**src/rtl/ara_eoc_pkg.sv**
```systemverilog
// Shared types for the Ara end-of-computation monitor.
// Latency: n/a (types only).
// Backpressure: none.
package ara_eoc_pkg;

  // Monitor life cycle: wait for start, watch the channels, hold results until cleared.
  typedef enum logic [1:0] {
    EocIdle,
    EocRun,
    EocFinish
  } eoc_state_e;

  // Aggregate verdict presented to the bench wrapper.
  typedef struct packed {
    logic done;
    logic fail;
    logic timeout;
  } eoc_status_t;

endpackage

```
**src/rtl/ara_eoc_channel.sv**
```systemverilog
// Per-channel first-exit latch: captures the first valid tohost word seen while enabled.
// Latency: exit_i sampled -> vld_o/code_o one cycle later.
// Backpressure: none; later writes to a latched channel are dropped.
//
// Ports:
//   clk_i, rst_i  clock, async active-high reset
//   en_i          sample enable (monitor in RUN)
//   clear_i       synchronous clear of the latch
//   exit_i        tohost word, bit0 = exit valid, [ExitWidth-1:1] = exit code
//   vld_o         exit latched
//   code_o        latched exit code
module ara_eoc_channel #(
  parameter int unsigned ExitWidth = 64
) (
  input  logic                 clk_i,
  input  logic                 rst_i,
  input  logic                 en_i,
  input  logic                 clear_i,
  input  logic [ExitWidth-1:0] exit_i,
  output logic                 vld_o,
  output logic [ExitWidth-2:0] code_o
);

  logic                 vld_q, vld_d;
  logic [ExitWidth-2:0] code_q, code_d;

  always_comb begin
    vld_d  = vld_q;
    code_d = code_q;
    if (clear_i) begin
      vld_d  = 1'b0;
      code_d = '0;
    end else if (en_i && !vld_q && exit_i[0]) begin
      // Only the first exit is captured; the code register is frozen afterwards.
      vld_d  = 1'b1;
      code_d = exit_i[ExitWidth-1:1];
    end
  end

  always_ff @(posedge clk_i or posedge rst_i) begin
    if (rst_i) begin
      vld_q  <= 1'b0;
      code_q <= '0;
    end else begin
      vld_q  <= vld_d;
      code_q <= code_d;
    end
  end

  assign vld_o  = vld_q;
  assign code_o = code_q;

endmodule

```
**src/rtl/ara_eoc_monitor.sv**
```systemverilog
// Multi-channel end-of-computation monitor: latches each channel's first exit,
// aggregates pass/fail, counts RUN cycles (saturating) and runs a watchdog.
// Latency: exit_i -> chan_done_o 1 cycle; completing exit -> done_o 1 cycle.
// Backpressure: none; start_i/clear_i are pulses honoured only in IDLE/FINISH.
//
// Ports:
//   clk_i, rst_i   clock, async active-high reset
//   start_i        IDLE -> RUN, counter cleared
//   clear_i        FINISH -> IDLE, all latches cleared
//   exit_i         packed tohost words, channel c at [c*ExitWidth +: ExitWidth]
//   chan_done_o    per-channel exit latched
//   done_o         all channels exited (sticky)
//   fail_o         some latched channel has a nonzero code
//   timeout_o      watchdog expired first
//   fail_chan_o    lowest failing channel index
//   fail_code_o    exit code of fail_chan_o
//   cycles_o       RUN cycles elapsed, saturating
module ara_eoc_monitor
  import ara_eoc_pkg::*;
#(
  parameter int unsigned NrChannels    = 4,
  parameter int unsigned ExitWidth     = 64,
  parameter int unsigned CntWidth      = 32,
  parameter int unsigned TimeoutCycles = 1000000
) (
  input  logic                                          clk_i,
  input  logic                                          rst_i,
  input  logic                                          start_i,
  input  logic                                          clear_i,
  input  logic [NrChannels*ExitWidth-1:0]               exit_i,
  output logic [NrChannels-1:0]                         chan_done_o,
  output logic                                          done_o,
  output logic                                          fail_o,
  output logic                                          timeout_o,
  output logic [$clog2(NrChannels > 1 ? NrChannels : 2)-1:0] fail_chan_o,
  output logic [ExitWidth-2:0]                          fail_code_o,
  output logic [CntWidth-1:0]                           cycles_o
);

  localparam int unsigned IdxW   = $clog2(NrChannels > 1 ? NrChannels : 2);
  localparam logic [63:0] WdLast = 64'(TimeoutCycles) - 64'd1;

  eoc_state_e          state_q, state_d;
  logic [CntWidth-1:0] cnt_q, cnt_d;
  logic                done_q, done_d;
  logic                timeout_q, timeout_d;
  logic                run, clr;
  logic                all_done, wd_hit;
  logic [NrChannels-1:0] chan_vld, exit_vld;
  logic [ExitWidth-2:0]  chan_code [NrChannels];
  eoc_status_t           status;

  for (genvar c = 0; c < NrChannels; c++) begin : g_chan
    ara_eoc_channel #(
      .ExitWidth(ExitWidth)
    ) u_chan (
      .clk_i  (clk_i),
      .rst_i  (rst_i),
      .en_i   (run),
      .clear_i(clr),
      .exit_i (exit_i[c*ExitWidth +: ExitWidth]),
      .vld_o  (chan_vld[c]),
      .code_o (chan_code[c])
    );
  end

  always_comb begin
    exit_vld = '0;
    for (int c = 0; c < NrChannels; c++) begin
      exit_vld[c] = exit_i[c*ExitWidth];
    end
  end

  // Bits latching this cycle count towards completion, so done wins a tie with the watchdog.
  assign all_done = &(chan_vld | exit_vld);
  assign wd_hit   = (TimeoutCycles != 0) && (64'(cnt_q) == WdLast);

  always_comb begin
    state_d   = state_q;
    cnt_d     = cnt_q;
    done_d    = done_q;
    timeout_d = timeout_q;
    run       = 1'b0;
    clr       = 1'b0;
    unique case (state_q)
      EocIdle: begin
        if (start_i) begin
          state_d = EocRun;
          cnt_d   = '0;
        end
      end
      EocRun: begin
        run = 1'b1;
        // The counter stops on the edge that leaves RUN, so cycles_o names the final RUN cycle.
        if (all_done) begin
          state_d = EocFinish;
          done_d  = 1'b1;
        end else if (wd_hit) begin
          state_d   = EocFinish;
          timeout_d = 1'b1;
        end else if (cnt_q != '1) begin
          cnt_d = cnt_q + CntWidth'(1);
        end
      end
      EocFinish: begin
        if (clear_i) begin
          state_d   = EocIdle;
          cnt_d     = '0;
          done_d    = 1'b0;
          timeout_d = 1'b0;
          clr       = 1'b1;
        end
      end
      default: state_d = EocIdle;
    endcase
  end

  always_ff @(posedge clk_i or posedge rst_i) begin
    if (rst_i) begin
      state_q   <= EocIdle;
      cnt_q     <= '0;
      done_q    <= 1'b0;
      timeout_q <= 1'b0;
    end else begin
      state_q   <= state_d;
      cnt_q     <= cnt_d;
      done_q    <= done_d;
      timeout_q <= timeout_d;
    end
  end

  // Priority encoder: walk from the top so the lowest failing index is the one kept.
  always_comb begin
    status.done    = done_q;
    status.timeout = timeout_q;
    status.fail    = 1'b0;
    fail_chan_o    = '0;
    fail_code_o    = '0;
    for (int c = NrChannels - 1; c >= 0; c--) begin
      if (chan_vld[c] && (chan_code[c] != '0)) begin
        status.fail = 1'b1;
        fail_chan_o = IdxW'(c);
        fail_code_o = chan_code[c];
      end
    end
  end

  assign chan_done_o = chan_vld;
  assign done_o      = status.done;
  assign fail_o      = status.fail;
  assign timeout_o   = status.timeout;
  assign cycles_o    = cnt_q;

endmodule
```
**config.mk**
```make
export PLATFORM = sky130hd
export DESIGN_NAME = ara_eoc_monitor
export DESIGN_NICKNAME = d
export VERILOG_FILES = /design/src/rtl/ara_eoc_pkg.sv /design/src/rtl/ara_eoc_channel.sv /design/src/rtl/ara_eoc_monitor.sv
export SDC_FILE = /design/constraint.sdc
export NUM_CORES = 1
export LEC_CHECK = 0
export ABC_AREA = 1
export CORE_MARGIN = 8
export CORE_UTILIZATION = 35
export CTS_CLUSTER_DIAMETER = 150
export CTS_CLUSTER_SIZE = 28
export DETAILED_ROUTE_END_ITERATION = 6
export HOLD_SLACK_MARGIN = 0.08
export PLACE_DENSITY = 0.6
export SLEW_MARGIN = 0
export SYNTH_ARGS = -nofsm -noshare
export SYNTH_HDL_FRONTEND = slang
export SYNTH_SLANG_ARGS = --single-unit
```
**constraint.sdc**
```tcl
create_clock -name clk_i -period 25.1 [get_ports clk_i]
set_input_delay 3.765 -clock clk_i [delete_from_list [all_inputs] [get_ports clk_i]]
set_output_delay 3.765 -clock clk_i [all_outputs]
set_load 0.01 [all_outputs]
```
* Word-level counts from Yosys, hierarchy flattened *
Index checks and enable logic that the tools add are counted.

cells by class
  reduce and logical (&&, ||, !) cells = 32
  eq/ne operators = 12
  bitwise logic cells = 1
  multiplexer cells = 48
  $add $sub $neg = 1

operators by type and width
  cell                                                                      count
  63-bit 2-to-1 mux                                                         12
  63-bit nonzero test                                                       4
  32-bit 2-to-1 mux                                                         5
  32-bit case mux with 3 select lines                                       1
  32-bit by 1-bit adder with 32-bit output (second input constant)          1
  32-bit by 20-bit equality test with 1-bit output (second input constant)  1
  32-bit inequality test (second input constant)                            1
  1-bit 2-to-1 mux                                                          19
  2-bit 2-to-1 mux                                                          8
  2-bit inequality test (second input constant)                             7
  1-bit logical AND                                                         12
  2-bit nonzero test                                                        5
  4-bit AND reduction                                                       2
  2-bit case mux with 3 select lines                                        1
  3-bit AND reduction                                                       2
  6-bit AND reduction                                                       1
  1-bit logical NOT                                                         4
  4-bit bitwise OR                                                          1
  1-bit case mux with 2 select lines                                        2
  3-bit inequality test (second input constant)                             1
  3-bit nonzero test                                                        1
  2-bit by 1-bit equality test with 1-bit output (second input constant)    1
  2-bit equality test (second input constant)                               1
  2-bit logical NOT                                                         1

word-level totals
  register bits = 292
  logic and storage cells = 106
  bits of input ports = 260
  output and inout port bits = 104

* Longest topological paths before layout *
  word-level depth = 6
  mapped depth = 14
  mapped depth without buffers = 12

* Modules after synthesis *
Synthesis repeated with hierarchy kept, for this count alone.

unflattened totals
  cells, all modules = 2,552
  area, all modules = 17,855.9 um^2

modules (own cells, without submodules)
  module           times used  cells each  area an instance (um^2)  seq. area each (um^2)
  ara_eoc_channel  4           285         2,740.1                  1,601.5
  ara_eoc_monitor  1           1,412       6,895.4                  900.9

* Worst setup path after synthesis *
OpenSTA, ideal clock, no wires.

  path kind = register to output
  start = register g_chan[2].u_chan.code_q[60]
  end = output fail_code_o[13]
  cell stages (with the launch flop) = 14
  setup slack = 19.795 ns
  arrival = 1.540 ns
  required time = 21.335 ns
  path buffers = 2
  cells stage by stage = dfrtp_1 nor2_1 nand2_1 nor2_1 nand2_1 nor2_1 nand2_2 nand2_1 buf_4 buf_6 nand3_1 nand2_1 nand2_1 nand2_1

on the way
  longest elaborated chain between the ends = 5

ends and longest elaborated chain
  element                         RTL line                source
  start, declared                 ara_eoc_channel.sv:25   logic [ExitWidth-2:0] code_q, code_d;
  start signal, assigned          ara_eoc_channel.sv:46   code_q <= code_d;
  63-bit nonzero test             ara_eoc_monitor.sv:140  if (chan_vld[c] && (chan_code[c] != '0)) begin
  1-bit logical AND               ara_eoc_monitor.sv:140
  63-bit 2-to-1 mux (3 in a row)  ara_eoc_monitor.sv:140
  end, declared                   ara_eoc_monitor.sv:36   output logic [ExitWidth-2:0] fail_code_o,

No other way between the ends.

* Worst setup path in the final report *
  start = register g_chan[2].u_chan.code_q[60]
  end = output fail_code_o[55]

Same word-level chain as after synthesis.

==> results.py <==
metrics = {
    "logic_synthesis": {
        "synth_xor_area_share_pct": 1.40,
        "ys_ff_latch": 292,
        "async_flop_share_pct": 100,
        "synth_compound_area_share_pct": 8.07,
        "ys_top_cells_by_area": "dfrtp_1 43%, nand3_1 14%, nand2_1 13%",
        "yosys.area_share.simple_pct": 33.4,
        "synth_top_family_by_area": "simple AND/OR/NAND/NOR gates",
        "netlist_area_sq_um": 16900,
        "synth_ff_type": "dfrtp_1",
        "yosys.area.top_type": "dfrtp_1",
        "synth-edff-count": 0,
        "synth_nets": 2723,
        "yosysWarningCount": 0,
        "syn_area_per_cell_sq_um": 6.86,
        "seq_area_frac_synth_pct": 43.3,
        "synthesis.instances": 2462,
        "ys_types": 31,
        "synth_top_area_share_pct": 43.3,
        "synth_adder_area_share_pct": 0.0741,
        "muxShareOfSynthArea_pct": 0,
    },
    "floorplanning": {
        "rows": 80,
        "design.core.area_sq_um": 47700,
        "die_area_sq_um": 55600,
        "chipHeight_microns": 236,
        "io_pins": 364,
        "initial_utilization_pct": 35.4,
        "floorplan.die.width_microns": 236,
    },
    "clock_network": {
        "h-tree-depth": 1,
        "post_cts_buffers": 0,
        "cts_root_buffer": "clkbuf_16",
        "cts_tree": "yes",
        "clk_latency_ps": 530,
        "cts_buffers": 14,
        "clk_pin_slew_ps": 120,
        "postCtsHoldBufs": 0,
        "cts.sinks": 292,
        "cts_buffer_depth": 3,
        "cts_resized": 0,
    },
    "route": {
        "ant_nets": 0,
        "drt_iter0_drc": 1331,
        "viasPerCell": 4.99,
        "remaining_drc_errors": 0,
        "routedWlPerCell_microns": 18.5,
        "drt-total-wl_microns": 61400,
        "firstDrtPassIters": 5,
        "vias": 16600,
    },
    "setup_path": {
        "startpoint_type": "flip-flop",
        "r2r_slack_ps": 22160,
        "cpMaxStageDelayCell": "clkdlybuf4s50_1",
        "crit_path_max_fanout": 33,
        "critPathCaptureType": "output pin",
        "r2r_end": "g_chan[2].u_chan.code_o[6]",
        "r2r_start": "g_chan[2].u_chan.vld_o",
        "criticalPathCategory": "reg -> out",
        "cpMostUsedCell": "nand2_1",
        "r2r_cells": 7,
        "crit_required_ps": 21330,
        "arrival_ps": 4010,
        "max_stage_delay_ps": 590,
        "worstPathCellList": "nor2_1 > nand2_1 > nor2_1 > nand2_1 > nor2_1 > nand2_2 > nand2_2 > buf_4 > nand3_1 > nand2_1 > nand2_1 > nand2_1 > clkdlybuf4s50_1",
    },
    "worst_hold_path": {
        "worstHoldPathType": "reg -> reg",
        "whs_endpoint": "done_o",
        "hold_path_depth": 2,
        "min_from": "done_o",
    },
    "layout": {
        "final_nets": 2962,
        "areaGrowthSynthToFinish_pct": 25.0,
        "design_area_sq_um": 21100,
        "drive_gt1_share_pct": 2.33,
        "fin_cells": 3321,
    },
    "placement": {
        "dp_hpwl_microns": 44400,
        "placed_cell_area_sq_um": 20700,
        "routabilityCongestion": 0.901,
        "placedCellCount": 3300,
        "numPortBuffers": 363,
    },
    "pwr": {
        "combPwrFrac_pct": 53.6,
        "power_density_nw_per_um2": 108,
        "p_int_mw": 1.24,
        "p_clk_share_pct": 12.2,
        "netSwitchingFraction_pct": 45.7,
        "seqPwrFrac_pct": 34.2,
        "switchingPower_mw": 1.04,
        "ir_drop_mv": 0.0610,
        "leakage_nw": 10.4,
    },
    "timing": {
        "rsz0062_at_grt": "no",
        "tns_ps": 0,
        "slew_viol_final": 0,
        "slew_headroom_pct": 25.8,
        "fmaxAchievable_mhz": 129,
        "fin_crit_sh_pct": 31.0,
        "setup_viol": 0,
        "hold_viol": 0,
        "skew_ps": 30.6,
        "tightestPinTransition_ps": 1110,
        "finalCriticalPeriod_ps": 7780,
    },
    "grt": {
        "grt_usage_pct": 21.5,
        "grt.overflow.total": 0,
        "grt_pass1_wl_microns": 95900,
        "antenna_found_initial": 3,
        "grt_pass1_vias": 16500,
        "grt_max_degree": 160,
    },
    "status": {
        "status": "complete, no violations",
    },
    "flow_run": {
        "cap_violations": 0,
    },
}
## synth_stat cells, types with 6 or more instances
cell      number
nand2_1      581
nand3_1      473
inv_1        395
dfrtp_1      292
o21ai_0      244
nor2_1       187
clkbuf_1      64
buf_2         33
nand4_1       29
buf_1         28
o21ai_1       18
buf_4         17
xor2_1        16
buf_6         13
clkinv_1      12
nor3_1        12
xnor2_1       11
nand2_2        8
a21oi_1        7
inv_2          6
## cell type report
type                            count  area [sq um]
Clock inverter                      1          16.3
Clock buffer                       17           383
Timing Repair Buffer              378          3760
Multi-Input combinational cell   1602          7310
Antenna cell                        3          7.51
Sequential cell                   292          7310
Tap cell                          615           769
Inverter                          413          1570
Fill cell                        4973         26600
## per-layer routing
| layer | global-route usage [%] | vias up | share of wire [%] |
|---|---|---|---|
| met3 | 3.76 | 64 | 5.3 |
| met5 | 0 | - | 0 |
| met2 | 36.0 | 447 | 47 |
| li1 | - | 8170 | - |
| met1 | 28.7 | 7880 | 45 |
| met4 | 5.09 | 0 | 2.3 |
## worst max-delay path: cells and delay by family, from the launching register on
family / cells / cell delay, ps
buffers and inverters: 2 / 1150
AND/OR/NAND/NOR: 11 / 1830
flip-flops: 1 / 460
## worst max path at each step
stage / startpoint / to / depth (start not counted)
after floorplan: rst_i / cycles_o[0] / 1
after global placement: g_chan[2].u_chan.code_o[60] / fail_code_o[53] / 13
after detailed placement: g_chan[2].u_chan.code_o[60] / fail_code_o[55] / 13
after CTS: g_chan[2].u_chan.code_o[60] / fail_code_o[55] / 13
after global routing: g_chan[2].u_chan.code_o[60] / fail_code_o[55] / 13
final: g_chan[2].u_chan.code_o[60] / fail_code_o[55] / 13
## cell families after synthesis
logic type                 count (synthesis)
buffers and inverters                    568
AOI/OAI and AO/OA                        271
adders and majority gates                  1
DFF                                      292
xor gates and xnor gates                  27
and+or+nand+nor                         1303
## metrics by stage
step / hold slack (ps) / util (%) / setup slack (ps) / power (mW)
6_report: 507 / 44.2 / 17320 / 2.28
2_1_floorplan: 498 / - / 13270 / 1.55
3_5_place_dp: 465 / 43.4 / 17850 / 2.02
4_1_cts: 514 / 44.2 / 17230 / 2.31
5_1_grt: 546 / 44.2 / 17100 / 2.49
3_3_place_gp: 472 / 43.4 / 17910 / 2.00
## flip-flops by register name (all words and copies together), names as in the netlist
register,count
g_chan.u_chan.vld_o,4
timeout_o,1
done_o,1
state_q,2
cycles_o,32
g_chan.u_chan.code_o,252
## cell usage in the layout (no fill, tap or decap), drive strengths merged
| cell | instances |
|---|---|
| xnor2 | 11 |
| nor3b | 1 |
| nand3 | 473 |
| diode | 3 |
| o21ai | 262 |
| nor2 | 191 |
| nand3b | 1 |
| clkinv | 12 |
| dfrtp | 292 |
| and3 | 1 |
| buf | 15 |
| nand2 | 589 |
| nor4 | 1 |
| clkbuf | 17 |
| clkdlybuf4s50 | 363 |
| nor3 | 12 |
| ha | 1 |
| o211ai | 1 |
| inv | 402 |
| a21oi | 8 |
| or2 | 4 |
| nand4 | 29 |
| xor2 | 16 |
| nand2b | 1 |
## power by group through the flow
stage | Sequential [mW] | Clock (mW) | Combinational [mW]
3_5_place_dp | 0.788 | 0 | 1.23
4_1_cts | 0.777 | 0.290 | 1.24
6_report | 0.778 | 0.278 | 1.22
5_1_grt | 0.803 | 0.303 | 1.38
2_1_floorplan | 0.753 | 0 | 0.799
3_3_place_gp | 0.781 | 0 | 1.22
No activity file was read; power rests on OpenSTA's default activity.
